**src/rtl/fp_pkg.sv**
```systemverilog
// fp_pkg -- shared definitions for the binary64 normalize/round datapath.
//   * rounding-mode encodings (rm_e)
//   * exponent bias and the all-ones (inf/NaN) exponent code
//   * bit positions of the {overflow, underflow, inexact, zero} flag vector
//   * S1 -> S2 pipeline register layout (s1_t)
//   * round_inc(): round-up decision from lsb/guard/sticky/sign
package fp_pkg;

    typedef enum logic [1:0] {
        RM_RNE = 2'd0,  // nearest, ties to even
        RM_RTZ = 2'd1,  // toward zero
        RM_RUP = 2'd2,  // toward +inf
        RM_RDN = 2'd3   // toward -inf
    } rm_e;

    localparam int unsigned EXP_BIAS = 1023;
    localparam int unsigned EXP_MAX  = 2047;

    localparam int FLAG_OVF  = 3;
    localparam int FLAG_UNF  = 2;
    localparam int FLAG_INX  = 1;
    localparam int FLAG_ZERO = 0;

    // Normalized operand as it leaves the shifter: mant has its leading
    // one at bit 63 unless the operand was zero.
    typedef struct packed {
        logic               sign;
        logic signed [12:0] exp;
        logic [63:0]        mant;
        logic               sticky;
        rm_e                rm;
        logic               zero;
    } s1_t;

    function automatic logic round_inc(input rm_e rm, input logic sign,
                                       input logic lsb, input logic guard,
                                       input logic sticky);
        logic inc;
        case (rm)
            RM_RNE:  inc = guard & (sticky | lsb);
            RM_RTZ:  inc = 1'b0;
            RM_RUP:  inc = (guard | sticky) & ~sign;
            default: inc = (guard | sticky) & sign;
        endcase
        return inc;
    endfunction

endpackage

```
**src/rtl/lzc_64_hierarchical.sv**
```systemverilog
// lzc_64_hierarchical -- 64-bit leading-zero counter.
//   data_i  [63:0] : word to scan
//   count_o [6:0]  : number of leading zeros, 0..64 (64 when data_i == 0)
// Counts within each byte first, then picks the most significant non-zero
// byte, so the long priority chain is only eight entries deep.
module lzc_64_hierarchical (
    input  logic [63:0] data_i,
    output logic [6:0]  count_o
);

    function automatic logic [2:0] lz8(input logic [7:0] v);
        logic [2:0] n;
        n = 3'd7;
        for (int i = 0; i < 8; i++)
            if (v[i]) n = 3'(7 - i);
        return n;
    endfunction

    // Index 0 is the most significant byte.
    logic [7:0][2:0] byte_lz;
    logic [7:0]      byte_nz;

    for (genvar b = 0; b < 8; b++) begin : g_byte
        always_comb begin
            byte_nz[b] = |data_i[63-8*b -: 8];
            byte_lz[b] = lz8(data_i[63-8*b -: 8]);
        end
    end

    always_comb begin
        count_o = 7'd64;
        for (int b = 7; b >= 0; b--)
            if (byte_nz[b]) count_o = 7'(8 * b) + {4'd0, byte_lz[b]};
    end

endmodule

```
**src/rtl/fp_normalize_round.sv**
```systemverilog
// fp_normalize_round -- two-stage normalize / round / pack to IEEE-754 binary64.
//   clk, rst_n            : clock, asynchronous active-low reset
//   in_valid / in_ready   : upstream handshake
//   in_sign               : result sign
//   in_exp  [12:0] signed : biased exponent (bias 1023)
//   in_mant [63:0]        : magnitude, value = in_mant/2^62 * 2^(in_exp-1023)
//   in_sticky             : OR of bits discarded upstream
//   in_rm   [1:0]         : rounding mode (rm_e)
//   out_valid / out_ready : downstream handshake
//   out_result [63:0]     : packed binary64
//   out_flags  [3:0]      : {overflow, underflow, inexact, zero}
// S1: leading-zero count and left shift. S2: round, exponent adjust, pack.
// Optional macro FPNR_SUBNORMAL_EN: tiny results are denormalized and
// rounded; without it they flush to signed zero.
module fp_normalize_round
    import fp_pkg::*;
(
    input  logic               clk,
    input  logic               rst_n,
    input  logic               in_valid,
    output logic               in_ready,
    input  logic               in_sign,
    input  logic signed [12:0] in_exp,
    input  logic [63:0]        in_mant,
    input  logic               in_sticky,
    input  logic [1:0]         in_rm,
    output logic               out_valid,
    input  logic               out_ready,
    output logic [63:0]        out_result,
    output logic [3:0]         out_flags
);

    localparam logic signed [13:0] E_OVF     = 14'(EXP_MAX);
    localparam logic [10:0]        EXP_INF   = 11'(EXP_MAX);
    localparam logic [10:0]        EXP_MAXFN = 11'(2 * EXP_BIAS);

    // ---------------------------------------------------------------- S1
    logic [6:0] lz;
    s1_t        s1_d, s1_q;
    logic       s1_valid_q;
    logic       s1_advance;

    lzc_64_hierarchical u_lzc (
        .data_i  (in_mant),
        .count_o (lz)
    );

    always_comb begin
        s1_d        = '0;
        s1_d.sign   = in_sign;
        s1_d.exp    = in_exp + 13'sd1 - $signed({6'd0, lz});
        s1_d.mant   = in_mant << lz;
        s1_d.sticky = in_sticky;
        s1_d.rm     = rm_e'(in_rm);
        s1_d.zero   = (in_mant == 64'd0);
    end

    assign s1_advance = ~out_valid | out_ready;
    assign in_ready   = ~s1_valid_q | s1_advance;

    always_ff @(posedge clk or negedge rst_n) begin
        if (!rst_n) begin
            s1_valid_q <= 1'b0;
            s1_q       <= '0;
        end else if (in_ready) begin
            s1_valid_q <= in_valid;
            if (in_valid) s1_q <= s1_d;
        end
    end

    // ---------------------------------------------------------------- S2
    logic signed [13:0] e_pre, e_post;
    logic               tiny;
    logic [63:0]        sig_r;
    logic               lost;
    logic [52:0]        m;
    logic               g, st, inexact, inc;
    logic               carry, hid;
    logic [51:0]        frac;
    logic [10:0]        exp_f;
    logic               ovf, to_inf;
    logic [63:0]        res_d;
    logic [3:0]         flags_d;
`ifdef FPNR_SUBNORMAL_EN
    logic signed [13:0] sh_full;
    logic [6:0]         sh;
`endif

    always_comb begin
        e_pre = {s1_q.exp[12], s1_q.exp};
        tiny  = (e_pre <= 14'sd0);
        sig_r = s1_q.mant;
        lost  = 1'b0;
`ifdef FPNR_SUBNORMAL_EN
        sh_full = 14'sd1 - e_pre;
        sh      = 7'd0;
        if (tiny) begin
            // Denormalize by 1-e; beyond 64 everything lands in sticky.
            sh    = (e_pre <= -14'sd63) ? 7'd64 : sh_full[6:0];
            sig_r = s1_q.mant >> sh;
            lost  = |(s1_q.mant & ~({64{1'b1}} << sh));
        end
`endif
        m       = sig_r[63:11];
        g       = sig_r[10];
        st      = (|sig_r[9:0]) | s1_q.sticky | lost;
        inexact = g | st;
        inc     = round_inc(s1_q.rm, s1_q.sign, m[0], g, st);
        // carry: significand rolled over to 2.0; hid: hidden bit of the
        // rounded result (for a denormal, it marks rounding into min normal).
        {carry, hid, frac} = {1'b0, m} + {53'd0, inc};
        e_post  = e_pre + $signed({13'd0, carry});
        exp_f   = tiny ? {10'd0, hid} : e_post[10:0];
        ovf     = ~tiny & (e_post >= E_OVF);
        to_inf  = (s1_q.rm == RM_RNE) | ((s1_q.rm == RM_RUP) & ~s1_q.sign)
                | ((s1_q.rm == RM_RDN) & s1_q.sign);

        res_d   = '0;
        flags_d = '0;
        if (s1_q.zero) begin
            res_d              = {s1_q.sign, 63'd0};
            flags_d[FLAG_ZERO] = 1'b1;
        end else if (tiny) begin
`ifdef FPNR_SUBNORMAL_EN
            res_d              = {s1_q.sign, exp_f, frac};
            flags_d[FLAG_UNF]  = inexact;
            flags_d[FLAG_INX]  = inexact;
            flags_d[FLAG_ZERO] = ({exp_f, frac} == 63'd0);
`else
            res_d              = {s1_q.sign, 63'd0};
            flags_d[FLAG_UNF]  = 1'b1;
            flags_d[FLAG_INX]  = 1'b1;
            flags_d[FLAG_ZERO] = 1'b1;
`endif
        end else if (ovf) begin
            res_d = to_inf ? {s1_q.sign, EXP_INF, 52'd0}
                           : {s1_q.sign, EXP_MAXFN, {52{1'b1}}};
            flags_d[FLAG_OVF] = 1'b1;
            flags_d[FLAG_INX] = 1'b1;
        end else begin
            res_d             = {s1_q.sign, exp_f, frac};
            flags_d[FLAG_INX] = inexact;
        end
    end

    always_ff @(posedge clk or negedge rst_n) begin
        if (!rst_n) begin
            out_valid  <= 1'b0;
            out_result <= '0;
            out_flags  <= '0;
        end else if (s1_advance) begin
            out_valid <= s1_valid_q;
            if (s1_valid_q) begin
                out_result <= res_d;
                out_flags  <= flags_d;
            end
        end
    end

endmodule

```
**config.mk**
```make
export PLATFORM = sky130hd
export DESIGN_NAME = fp_normalize_round
export DESIGN_NICKNAME = d
export VERILOG_FILES = /design/src/rtl/fp_pkg.sv /design/src/rtl/lzc_64_hierarchical.sv /design/src/rtl/fp_normalize_round.sv
export SDC_FILE = /design/constraint.sdc
export NUM_CORES = 1
export LEC_CHECK = 0
export ABC_AREA = 1
export CAP_MARGIN = 10
export CORE_MARGIN = 4
export CORE_UTILIZATION = 55
export CTS_BUF_LIST = sky130_fd_sc_hd__clkbuf_2 sky130_fd_sc_hd__clkbuf_4 sky130_fd_sc_hd__clkbuf_8
export CTS_CLUSTER_SIZE = 28
export DETAILED_ROUTE_END_ITERATION = 8
export GPL_TIMING_DRIVEN = 0
export PLACE_DENSITY = 0.8
export SYNTH_ARGS = -nofsm -noshare
export SYNTH_HDL_FRONTEND = slang
export SYNTH_HIERARCHICAL = 1
export SYNTH_SLANG_ARGS = --single-unit
```
**constraint.sdc**
```tcl
create_clock -name clk -period 6.2 [get_ports clk]
set_input_delay 1.24 -clock clk [delete_from_list [all_inputs] [get_ports clk]]
set_output_delay 1.24 -clock clk [all_outputs]
set_load 0.01 [all_outputs]
```
== After elaboration in Yosys (flattened, before gate mapping) ==
Cells that the tools add are included.

* Bits in registers: 152
* Logic and storage cells: 133
* Output and inout bits: 70
* Input bits: 85

* Bitwise operators: 17
* Reduce and logical (&&, ||, !) cells: 13
* Eq/ne operators: 3
* Mux-type cells: 76
* Shift operators: 1
* Add/subtract/negate cells: 11
* $lt $le $gt $ge: 2

{| class="wikitable"
|+ Operators with widths
! cell !! number
|-
| $mux 63 || 3
|-
| $mux 3 || 33
|-
| $logic_not 64->1 || 1
|-
| $reduce_or 8->1 || 8
|-
| $shl 64x7->64 || 1
|-
| $mux 7 || 8
|-
| $add 53x1->54 || 1
|-
| $mux 53 || 1
|-
| $mux 2 || 16
|-
| $add 6x3->7 const A || 4
|-
| $add 13x2->14 || 1
|-
| $ge 14x12->1 const B || 1
|-
| $mux 1 || 14
|-
| $add 13x2->13 const B || 1
|-
| $le 13x1->1 const B || 1
|-
| $sub 13x8->13 || 1
|-
| $add 5x3->6 const A || 2
|-
| $reduce_or 10->1 || 1
|-
| $or 1x1->1 || 7
|-
| $and 1x1->1 || 6
|-
| $add 4x3->5 const A || 1
|-
| $eq 2x2->1 const B || 2
|-
| $not 1->1 || 4
|-
| $reduce_and 2->1 || 2
|-
| other kinds (3) || 3
|}

== Longest topological paths before layout ==
* Depth after elaboration: 17
* Depth in mapped cells: 28

== Cells and area by module ==
The synthesis kept the hierarchy.

{| class="wikitable"
|+ Modules (own cells, without submodules)
! module !! cells each !! seq. area each (sq um) !! area each (sq um) !! instances
|-
| fp_normalize_round || 2010 || 3803.6 || 12713.4 || 1
|-
| lzc_64_hierarchical || 185 || 0.0 || 895.9 || 1
|}

== Worst setup path after synthesis ==
OpenSTA, ideal clock, no wires.

* Kind: input to register
* Start point: input in_mant[30]
* End point: register s1_q, in the netlist e_pre[9]
* Data arrival time: 4476 ps
* Slack: 1642 ps
* Cell stages on the path: 22
* Required time: 6118 ps
* Library setup time: 82 ps
* Cell sequence: inv_1 nand2_1 nor3_4 nand3_1 nand3_1 nand2_1 nand2_1 nand2_1 a21oi_1 clkbuf_1 inv_2 buf_2 clkbuf_1 ha_1 inv_1 fa_1 o31ai_1 nand2_1 nand2_1 a21oi_1 or2_2 a31oi_1

* Cells in the longest elaborated chain, start to end: 9

{| class="wikitable"
|+ Ends and longest elaborated chain
! item !! line !! text
|-
| start, declared || fp_normalize_round.sv:24 || <nowiki>input logic [63:0] in_mant,</nowiki>
|-
| $mux 3 (2 in series) || lzc_64_hierarchical.sv:15 || <nowiki>if (v[i]) n = 3'(7 - i);</nowiki>
|-
| $add 6x3->7 || lzc_64_hierarchical.sv:33 || <nowiki>if (byte_nz[b]) count_o = 7'(8 * b) + {4'd0, byte_lz[b]};</nowiki>
|-
| $mux 7 * (5 in series) || lzc_64_hierarchical.sv:33 ||
|-
| named net lz[2] || fp_normalize_round.sv:38 || <nowiki>logic [6:0] lz;</nowiki>
|-
| $sub 13x8->13 * || fp_normalize_round.sv:51 || <nowiki>s1_d.exp = in_exp + 13'sd1 - $signed({6'd0, lz});</nowiki>
|-
| end signal, assigned || fp_normalize_round.sv:64 || <nowiki>s1_q <= '0;</nowiki>
|-
| end signal, assigned || fp_normalize_round.sv:67 || <nowiki>if (in_valid) s1_q <= s1_d;</nowiki>
|-
| end, declared || fp_normalize_round.sv:39 || <nowiki>s1_t s1_d, s1_q;</nowiki>
|}

The timed path passes the listed nets; every way through them passes the cells marked *.
A chain may end at the register's enable or synchronous reset.

== Worst setup path in the final report ==
* Start point: input in_mant[56]
* End point: register s1_q, in the netlist e_pre[9]

* Cells in the longest elaborated chain, start to end: 3

{| class="wikitable"
|+ Ends and longest elaborated chain
! item !! line !! text
|-
| $reduce_or 8->1 || lzc_64_hierarchical.sv:25 || <nowiki>byte_nz[b] = |data_i[63-8*b -: 8];</nowiki>
|-
| $mux 7 || lzc_64_hierarchical.sv:33 ||
|-
| named net lz[4] || fp_normalize_round.sv:38 ||
|-
| $sub 13x8->13 || fp_normalize_round.sv:51 ||
|}

The timed path passes the listed nets, and every way through them passes these cells.

==> results.yml <==
grt:
  grt_pass1_vias: 15300
  grt.total_usage_pct: 40.2
  grt_max_degree: 80
  antenna_found_initial: 0
  grt_pass1_wl_mm: 84.3
  gr-total-overflow: 0
clocking:
  cts_hold_buf: 0
  cts.repair.resized: 0
  clock-sinks: 152
  clock_path_buffers: 2
  cts-root-buf: "clkbuf_8"
  cts_tree: "built"
  htreeDepth: 4
  post-cts-setup-buffer-count: 0
  cts_made_buffers: 17
  insertion_delay_ns: 0.48
  clk_pin_slew_worst_paths_ns: 0.10
timing:
  report.final.slew_viol_count: 0
  layout_min_cycle_time_ns: 5.99
  fin_tns_setup_ns: 0
  fmax_ghz: 0.167
  worst_pin_slew_ns: 0.871
  hold_viol_final: 0
  fin_crit_sh_pct: 96.7
  setup_viol_count_final: 0
  max_slew_margin_pct: 41.9
  rsz0062_at_grt: "false"
  fin_skew_ns: 0.0265
  setup_slack_ns: 0.205
synthesis:
  yosys.area.top_type_share_pct: 27.9
  synth-edff-count: 0
  synth_area_leader_cell: "dfrtp_1"
  synth_area_mm2: 0.0136
  async_flop_share_pct: 100
  ys.flop_type: "dfrtp_1"
  ys_types: 54
  synthTopCellsByArea: "dfrtp_1, nand2_1, nand3_1"
  netlist_instances: 2195
  yosys_warnings: 6
  ys_seq_elements: 152
  syn_avg_cell_area_um2: 6.20
  yosysSeqAreaShare_pct: 27.9
  syn_nets: 2304
detailed_routing:
  vias_per_cell: 6.05
  dr.pass1.iters: 7
  postRouteAntennaNets: 0
  wl_per_cell_um: 20.6
  drt_iter0_drc: 2025
  via_count: 16400
  finalWirelength_mm: 55.8
  drc: 0
finish:
  area_growth_pct: 17.4
  drive_gt1_share_pct: 7.60
  multi_input_area_mm2: 0.00859
  regArea_mm2: 0.00380
  final_core_util_pct: 65.7
  antenna_cells: 0
  fillerInstances: 2241
  finalNetCount: 2478
placed_design:
  pre_cts_slack_ns: -0.195
  gp_congestion: 1.19
  dp_hpwl_mm: 45.5
  port_buffers: 154
critical_path:
  r2r_setup_slack_ns: 0.55
  crit_type: "in -> reg"
  crit_required_ns: 6.60
  cp-end-kind: "flip-flop"
  setup.worst_path.start_class: "input pin"
  critPathMaxFanout: 10
  cp.arrival_ns: 6.39
floorplanning:
  io_pins: 155
  die_y_um: 165
  initial_utilization_pct: 56.0
  core_mm2: 0.0243
  die-area_mm2: 0.0273
  rows: 57
  dieWidth_um: 165
job:
  max_cap_violations: 0
power_and_ir_drop:
  power_density_mw_per_mm2: 259
  leakage_nw: 7.60
  irDropWorstVdd_mv: 0.172
min_path:
  hp-class: "reg -> reg"
run_status:
  status: "complete, no violations"
[Yosys cell counts (all sizes together), types with 5 or more instances]
library cell / number
nand2: 817
nand3: 301
nor2: 171
inv: 168
o21ai: 164
dfrtp: 152
buf: 65
clkbuf: 48
xor2: 45
o211ai: 43
a21oi: 39
nand4: 33
nor3: 31
ha: 23
or2: 19
nor4: 13
xnor2: 10
o31ai: 8
a22o: 5
o21bai: 5
[worst paths after layout]
path                            depth (start not counted)                    endpoint                  startpoint
min in group asynchronous                               1  out_result[62]$_DFFE_PN0P_                       rst_n
worst min-delay path                                    2  out_result[51]$_DFFE_PN0P_  out_result[51]$_DFFE_PN0P_
worst max-delay path                                   20        e_pre[9]$_DFFE_PN0P_                 in_mant[56]
worst max register to register                         25   out_result[1]$_DFFE_PN0P_         s1_q[2]$_DFFE_PN0P_
max in group asynchronous                               2       sig_r[46]$_DFFE_PN0P_                       rst_n
worst min register to register                          2  out_result[51]$_DFFE_PN0P_  out_result[51]$_DFFE_PN0P_
[layout make-up]
type | count | area share (%)
Inverter | 172 | 4.04
Tap cell | 324 | 2.54
Clock buffer | 18 | 1.55
Clock inverter | 14 | 0.893
Sequential cell | 152 | 23.8
Buffer | 113 | 3.59
Timing Repair Buffer | 155 | 9.83
Multi-Input combinational cell | 1758 | 53.7
[flip-flops by register name (all words and copies together) (netlist names)]
register,flops
out_flags,4
e_pre,13
sig_r,64
out_result,64
s1_q,5
out_valid,1
s1_valid_q,1
[power by group]
group | switching (mW) | total (mW) | internal [mW]
clock network | 0.479 | 0.795 | 0.315
registers | 0.248 | 1.51 | 1.26
logic | 1.07 | 1.83 | 0.760
total | 1.80 | 4.14 | 2.34
[per-stage QoR]
stage | hold slack (ns) | std cells | cell area, um2 | total power [mW]
2_1_floorplan | 0.450 | 2195 | 13600 | 2.47
3_3_place_gp | 0.462 | 2673 | 15600 | 3.25
3_5_place_dp | 0.464 | 2674 | 15600 | 3.31
4_1_cts | 0.489 | 2706 | 16000 | 4.09
5_1_grt | 0.496 | 2706 | 16000 | 4.37
6_report | 0.487 | 2706 | 16000 | 4.14
[critical path, stage by stage]
cell,delay (ns)
clkdlybuf4s50_1,0.48
nor2_1,0.15
nand2_1,0.11
nor2_1,0.23
inv_2,0.11
nor2_4,0.17
a21boi_1,0.17
clkbuf_1,0.67
clkinv_1,0.34
clkbuf_1,0.42
clkbuf_2,0.41
ha_1,0.37
ha_1,0.34
inv_1,0.09
o31ai_1,0.34
nand2_1,0.11
nand2_1,0.12
a21oi_1,0.10
or2_2,0.28
a31oi_1,0.13
[cells by family after synthesis]
family                   count (synthesis)  share of synthesized area, %
AO/OA/AOI/OAI                          284                          12.1
XOR/XNOR                                55                          3.54
adder cells (fa/ha/maj)                 24                          2.26
buffers and inverters                  285                          8.95
flip-flops                             152                          27.9
multiplexers                             2                         0.147
AND/OR/NAND/NOR                       1393                          45.1
[cells in the final DEF (no fill, tap or decap), drive strengths merged, types with 2 or more instances in the layout]
master / count
o21bai: 5
inv: 181
o21a: 2
nand3b: 4
buf: 67
o211ai: 43
nor4: 13
nand3: 301
a31oi: 4
a22o: 5
ha: 23
mux2i: 2
clkdlybuf4s50: 153
nand2: 817
a21boi: 2
clkinv: 5
dfrtp: 152
xnor2: 10
a21o: 3
o31ai: 8
o22ai: 4
and2: 2
a22oi: 2
nand4: 33
or2: 19
clkbuf: 66
nor3: 31
xor2: 45
a21oi: 39
nor2: 171
o21ai: 164
[per-layer routing]
metal	vias up	track usage, %	wire length, um
li1	7541	-	-
met1	7547	51.2	21500
met2	1078	63.7	24500
met3	214	10.4	6560
met4	0	19.6	3190
met5	-	0	0
Power figures use the tool's default switching activity.
